[src/rtl/vc_line_arbiter.sv]
// vc_line_arbiter: line-granular round-robin merge of two AXI4-Stream inputs onto one
// tdest-tagged output, with a beat-count watchdog that cuts off runaway lines.
//   state | meaning
//   IDLE  | no owner, arbitrating between valid inputs
//   GNT0  | input 0 owns the output until its line ends
//   GNT1  | input 1 owns the output until its line ends
module vc_line_arbiter #(
    parameter int                     WIDTH          = 16,
    parameter int                     TUSER_WIDTH    = 1,
    parameter int                     TDEST_WIDTH    = 10,
    parameter logic [TDEST_WIDTH-1:0] VC0_DEST       = 10'h1e2,
    parameter logic [TDEST_WIDTH-1:0] VC1_DEST       = 10'h1e3,
    parameter int                     MAX_LINE_BEATS = 4096
) (
    input  logic                   aclk,
    input  logic                   aresetn,
    input  logic                   s0_axis_tvalid,
    output logic                   s0_axis_tready,
    input  logic [WIDTH-1:0]       s0_axis_tdata,
    input  logic                   s0_axis_tlast,
    input  logic [TUSER_WIDTH-1:0] s0_axis_tuser,
    input  logic                   s1_axis_tvalid,
    output logic                   s1_axis_tready,
    input  logic [WIDTH-1:0]       s1_axis_tdata,
    input  logic                   s1_axis_tlast,
    input  logic [TUSER_WIDTH-1:0] s1_axis_tuser,
    output logic                   m_axis_tvalid,
    input  logic                   m_axis_tready,
    output logic [WIDTH-1:0]       m_axis_tdata,
    output logic                   m_axis_tlast,
    output logic [TUSER_WIDTH-1:0] m_axis_tuser,
    output logic [TDEST_WIDTH-1:0] m_axis_tdest,
    output logic [1:0]             grant,
    output logic                   err_long_line
);

    // Encoding doubles as the one-hot grant vector.
    typedef enum logic [1:0] {
        IDLE = 2'b00,
        GNT0 = 2'b01,
        GNT1 = 2'b10
    } state_t;

    localparam logic [15:0] WD_LAST = 16'(MAX_LINE_BEATS - 1);

    state_t      state_q, state_d;
    logic        last_gnt_q, last_gnt_d;
    logic [15:0] beat_cnt_q, beat_cnt_d;
    logic        err_q, err_d;

    logic src_last;
    logic wd_hit;
    logic fire;

    always_comb begin
        m_axis_tvalid  = 1'b0;
        m_axis_tdata   = '0;
        m_axis_tuser   = '0;
        m_axis_tdest   = '0;
        src_last       = 1'b0;
        s0_axis_tready = 1'b0;
        s1_axis_tready = 1'b0;
        case (state_q)
            GNT0: begin
                m_axis_tvalid  = s0_axis_tvalid;
                m_axis_tdata   = s0_axis_tdata;
                m_axis_tuser   = s0_axis_tuser;
                m_axis_tdest   = VC0_DEST;
                src_last       = s0_axis_tlast;
                s0_axis_tready = m_axis_tready;
            end
            GNT1: begin
                m_axis_tvalid  = s1_axis_tvalid;
                m_axis_tdata   = s1_axis_tdata;
                m_axis_tuser   = s1_axis_tuser;
                m_axis_tdest   = VC1_DEST;
                src_last       = s1_axis_tlast;
                s1_axis_tready = m_axis_tready;
            end
            default: ;
        endcase
        wd_hit       = (state_q != IDLE) && (beat_cnt_q == WD_LAST);
        m_axis_tlast = src_last | (wd_hit & m_axis_tvalid);
        fire         = m_axis_tvalid & m_axis_tready;
    end

    always_comb begin
        state_d    = state_q;
        last_gnt_d = last_gnt_q;
        beat_cnt_d = beat_cnt_q;
        err_d      = 1'b0;
        case (state_q)
            IDLE: begin
                // On a tie, the input that did not own the previous grant wins.
                if (s0_axis_tvalid && (!s1_axis_tvalid || last_gnt_q)) begin
                    state_d    = GNT0;
                    last_gnt_d = 1'b0;
                    beat_cnt_d = '0;
                end else if (s1_axis_tvalid) begin
                    state_d    = GNT1;
                    last_gnt_d = 1'b1;
                    beat_cnt_d = '0;
                end
            end
            default: begin
                if (fire) begin
                    beat_cnt_d = beat_cnt_q + 16'd1;
                    if (src_last) begin
                        state_d = IDLE;
                    end else if (wd_hit) begin
                        state_d = IDLE;
                        err_d   = 1'b1;
                    end
                end
            end
        endcase
    end

    always_ff @(posedge aclk or negedge aresetn) begin
        if (!aresetn) begin
            state_q    <= IDLE;
            last_gnt_q <= 1'b1;
            beat_cnt_q <= '0;
            err_q      <= 1'b0;
        end else begin
            state_q    <= state_d;
            last_gnt_q <= last_gnt_d;
            beat_cnt_q <= beat_cnt_d;
            err_q      <= err_d;
        end
    end

    assign grant         = state_q;
    assign err_long_line = err_q;

endmodule

[config.mk]
export PLATFORM = sky130hd
export DESIGN_NAME = vc_line_arbiter
export DESIGN_NICKNAME = d
export VERILOG_FILES = /design/src/rtl/vc_line_arbiter.sv
export SDC_FILE = /design/constraint.sdc
export NUM_CORES = 1
export LEC_CHECK = 0
export CAP_MARGIN = 20
export CORE_MARGIN = 2
export CORE_UTILIZATION = 42
export CTS_BUF_LIST = sky130_fd_sc_hd__clkbuf_2
export DETAILED_ROUTE_END_ITERATION = 8
export PLACE_DENSITY = 0.81
export SLEW_MARGIN = 40
export SYNTH_ARGS = -nofsm -noshare
export SYNTH_HDL_FRONTEND = slang
export SYNTH_SLANG_ARGS = --single-unit
export TNS_END_PERCENT = 10
[constraint.sdc]
create_clock -name aclk -period 2.2 [get_ports aclk]
set_input_delay 0.44 -clock aclk [delete_from_list [all_inputs] [get_ports aclk]]
set_output_delay 0.44 -clock aclk [all_outputs]
set_load 0.005 [all_outputs]
After elaboration in Yosys (flattened, before gate mapping)
Index checks and enable logic that the tools add are counted.
- add/subtract/negate cells: 1
- equal/unequal tests: 4
- mux-type cells: 23
- bitwise logic cells: 3
- reductions and logical operators: 12
- operators by type and width (kind ; number):
    $mux 16 ; 4
    $pmux 16 s2 ; 1
    $pmux 9 s2 ; 1
    $add 16x1->16 const B ; 1
    $eq 16x12->1 const B ; 1
    $mux 2 ; 6
    $mux 1 ; 8
    $pmux 1 s2 ; 3
    $reduce_bool 2->1 ; 3
    $reduce_and 2->1 ; 2
    $ne 3x3->1 const B ; 1
    $reduce_and 3->1 ; 1
    $reduce_bool 3->1 ; 1
    $and 1x1->1 ; 2
    $eq 2x1->1 const B ; 1
    $eq 2x2->1 const B ; 1
    $logic_and 1x1->1 ; 2
    $logic_not 2->1 ; 1
    $logic_not 1->1 ; 1
    $logic_or 1x1->1 ; 1
    $or 1x1->1 ; 1
- flip-flop bits (word level): 20
- input port bits: 41
- output and inout bits: 34
- logic and storage cells: 47

Longest topological paths before layout
- depth after elaboration: 6
- mapped depth: 8
- mapped depth without buffers: 6

Worst setup path after synthesis
OpenSTA, ideal clock, no wires.
- path kind: register to register
- start point: register state_q[0], in the netlist grant[0]
- end point: register beat_cnt_q[13]
- setup time: 0.077 ns
- arrival: 1.932 ns
- data required time: 2.123 ns
- slack: 0.191 ns
- stages on the path, launching flop included: 8
- buffers on the path: 1
- clock period less this slack: 2.009 ns
- cells stage by stage: dfrtp_1 inv_1 ha_1 and3b_1 buf_6 nand4_4 or4_1 a21oi_1
- longest elaborated chain between the ends: 5
- elaborated cells on any way between the ends: 9
- classes of those cells: 3 x eq/ne; 2 x mux; 1 x bitwise; 3 x reduce/logical
- RTL lines (what ; line ; source):
    start: declaration ; 46 ; state_t state_q, state_d;
    start signal: assignment ; 126 ; state_q <= state_d;
    $eq 2x2->1 / $eq 2x1->1 (equally long branches) ; 63 ; case (state_q)
    $pmux 1 s2 ; 63 ;
    $and 1x1->1 ; 84 ; fire = m_axis_tvalid & m_axis_tready;
    $reduce_bool 2->1 (no line) ; n/a ;
    $reduce_and 2->1 (no line) ; n/a ;
    end signal: assignment ; 128 ; beat_cnt_q <= beat_cnt_d;
    end: declaration ; 48 ; logic [15:0] beat_cnt_q, beat_cnt_d;
Several ways; a longest one is shown, not always the timed one.
A chain may end at the register's enable or synchronous reset.

Final worst setup path
- start point: register state_q[1], in the netlist grant[1]
- end point: output port m_axis_tlast
- longest elaborated chain between the ends: 4
- elaborated cells on any way between the ends: 8
- classes of those cells: 2 x eq/ne; 2 x mux; 2 x bitwise; 2 x reduce/logical
- RTL lines (what ; line ; source):
    $eq 2x2->1 (tied with other cells) ; 63 ;
    $pmux 1 s2 / $logic_and 1x1->1 (equally long branches) ; 63, 82 ;
    $and 1x1->1 ; 83 ; m_axis_tlast = src_last | (wd_hit & m_axis_tvalid);
    $or 1x1->1 * ; 83 ;
    end: declaration ; 30 ; output logic m_axis_tlast,
Every way passes the cells marked *; elsewhere a longest branch is shown, timed or not.

==> flow_metrics.tcl <==
set metrics [dict create \
    status "finished, violations left" \
    failed_checks "setup timing" \
    synth_area_per_cell_um2 8.72 \
    crit_path_start_kind "flop" \
    gp_congestion 0.852 \
    start_util 0.449 \
    wl_per_cell_um 18.0 \
    tns_ns -1.22 \
    ys_ff_latch 20 \
    clkPwrFrac 0.352 \
    crit_fanout 3 \
    grt_use_met2 0.497 \
    path_class "flop to output port" \
    diodes 0 \
    grt_use_met1 0.287 \
    slew_violations 0 \
    comb_power_share 0.180 \
    cts_hold_buf 0 \
    die_y_um 64.5 \
    cts_tree "yes" \
    portBuffers 70 \
    worst-r2r-cell-count 8 \
    regToRegStartpoint "grant[1]" \
    setup_viol_count_final 16 \
    r2r_end "beat_cnt_q[13]" \
    syn_to_final_growth_pct 79.9 \
    finClkSkew_ns 0.0236 \
    synthCells 176 \
    final_cell_mix "clkdlybuf4s50_1, buf_4, dfrtp_1" \
    cts_inserted_buffers 3 \
    power.switching_mw 0.199 \
    dr_total_vias 1862 \
    max_cap_violations 0 \
    powerDensity_nw_per_um2 304 \
    first_pass_iters 4 \
    cp_data_required_time_ns 1.76 \
    drt_iter0_markers 186 \
    pwr-share-seq 0.468 \
    nets 333 \
    viasPerCell 5.61 \
    die-area_um2 4160 \
    antenna_found_initial 0 \
    async_reset_ff_frac 1.00 \
    power_switching_share 0.237 \
    timing.fmax_ghz 0.412 \
    cts_sinks 20 \
    rsz0062_at_grt "yes" \
    core_um2 3420 \
    intPower_mw 0.642 \
    hold_path.class "input pin to asynchronous set/reset pin" \
    cp-end-kind "output port" \
    rows 21 \
    synth_edf_count 0 \
    synth_warnings 0 \
    route.detailed.drc 0 \
    grt-busiest-layer "met2" \
    worst_slack_ns -0.230 \
    cp_data_arrival_time_ns 1.99 \
    peakVddDrop_mv 0.217 \
    pin_count 75 \
    worst_slew_pin_slew_ns 0.498 \
    met3_usage 0.101 \
    total_leakage_power_nw 1.23 \
    drive_gt1_frac 0.388 \
    rrSetupSlack_ns -0.14 \
    first_global_vias 1993 \
    cts_root_buf "clkbuf_2" \
    die_w_um 64.5 \
    postRouteAntennaNets 0 \
    clockBufferDepth 2 \
    relSlewSlack 0.667 \
    clock_latency_ns 0.39 \
    dpl.hpwl_um 3610 \
    grt_use_total 0.280 \
    final_util 0.808 \
    routed_wl_um 5980 \
    cts.clk_slew.worst_paths_ns 0.23 \
    min_period_ns 2.43 \
    min_period_over_period 1.10 \
    synth.distinct_cells 47 \
    yosysSeqAreaShare 0.327 \
    htreeDepth 1 \
    grt_pass1_wl_um 8910 \
    overflow 0 \
    synth_flop_cell "dfrtp_1" \
    report.final.hold_viol_count 0 \
    grt_max_degree 14 \
    syn_area_um2 1540 \
]
==> cells in the mapped netlist (3+ instances only) <==
| cell | number | area, um2 |
|---|---|---|
| nand3_1 | 8 | 40.0 |
| nor3_1 | 5 | 25.0 |
| buf_4 | 8 | 60.1 |
| ha_1 | 5 | 62.6 |
| a21oi_1 | 11 | 55.1 |
| clkbuf_1 | 5 | 18.8 |
| nand3b_1 | 3 | 22.5 |
| a22oi_1 | 18 | 135 |
| o21ai_0 | 6 | 30.0 |
| xor2_1 | 3 | 26.3 |
| inv_1 | 6 | 22.5 |
| nor2b_1 | 17 | 106 |
| nor2_1 | 7 | 26.3 |
| o31ai_1 | 4 | 30.0 |
| nand2_1 | 10 | 37.5 |
| dfrtp_1 | 19 | 475 |
| or4_1 | 3 | 22.5 |
==> metal layers <==
metal	part of all wire	vias to the layer above	routed length, um
met1	0.36	892	2170
met5	0	-	0
met4	0.030	0	178
li1	-	857	-
met2	0.52	94	3100
met3	0.089	19	532
==> kinds of logic (layout without fill, tap and decap cells) <==
logic type | count (synthesis) | in the layout | synth area share
AO/OA/AOI/OAI | 48 | 48 | 0.211
XOR/XNOR | 5 | 5 | 0.0285
adder cells (fa/ha/maj) | 5 | 5 | 0.0407
buffers and inverters | 24 | 131 | 0.0953
flip-flops | 20 | 20 | 0.327
multiplexers | 2 | 2 | 0.0139
other | 1 | 4 | 0.00244
AND/OR/NAND/NOR | 71 | 71 | 0.281
==> stage by stage <==
step	total power, mW	instances	setup slack (ns)	hold slack, ns	instance area (um2)
6_report	0.841	332	-0.230	0.341	2760
5_1_grt	0.865	332	-0.314	0.359	2760
4_1_cts	0.808	328	-0.155	0.394	2650
3_5_place_dp	0.528	313	-0.439	0.517	2450
3_3_place_gp	0.524	313	-0.394	0.512	2450
2_1_floorplan	0.427	179	0.191	0.144	1550
==> registers in the layout (all words and copies together) (netlist names) <==
signal         cells
beat_cnt_q        16
err_long_line      1
grant              2
last_gnt_q         1
==> worst max-delay path: stages (launching register included) <==
cell     delay [ns]
dfrtp_1        0.44
inv_2          0.08
ha_4           0.30
buf_6          0.10
nand2_4        0.05
nor4_4         0.29
buf_4          0.16
a21o_1         0.09
buf_2          0.11
==> power groups by stage <==
stage               Clock (mW)  Combinational (mW)  Sequential, mW
floorplan                    0              0.0271           0.400
global placement             0               0.126           0.398
detailed placement           0               0.129           0.399
CTS                      0.285               0.131           0.392
global route             0.308               0.163           0.394
finish                   0.296               0.151           0.394
==> area by class of cell <==
type                            instances  area (um2)
Timing Repair Buffer                  121        1060
Sequential cell                        20         502
Fill cell                             227         654
Clock buffer                            3        15.0
Tap cell                               46        57.6
Clock inverter                          1        30.0
Multi-Input combinational cell        135        1080
Inverter                                6        22.5
==> how the worst max path moves through the flow <==
stage / to / slack (ns) / start
after floorplan: beat_cnt_q[13] / 0.19 / grant[0]
after global placement: m_axis_tlast / -0.39 / s0_axis_tvalid
after detailed placement: m_axis_tlast / -0.44 / s0_axis_tvalid
after CTS: m_axis_tdata[7] / -0.16 / grant[0]
after global routing: m_axis_tlast / -0.31 / grant[0]
final: m_axis_tlast / -0.23 / grant[1]
==> timing repair <==
action / 4_1_cts / 5_1_grt
setup endpoints to repair: 33 / 29
setup buffers: 8 / 4
pin swaps: 3 / 6
resized for setup: 51 / 60
cloned: 3 / 0
Note: power is estimated with default switching activity, not from simulation.
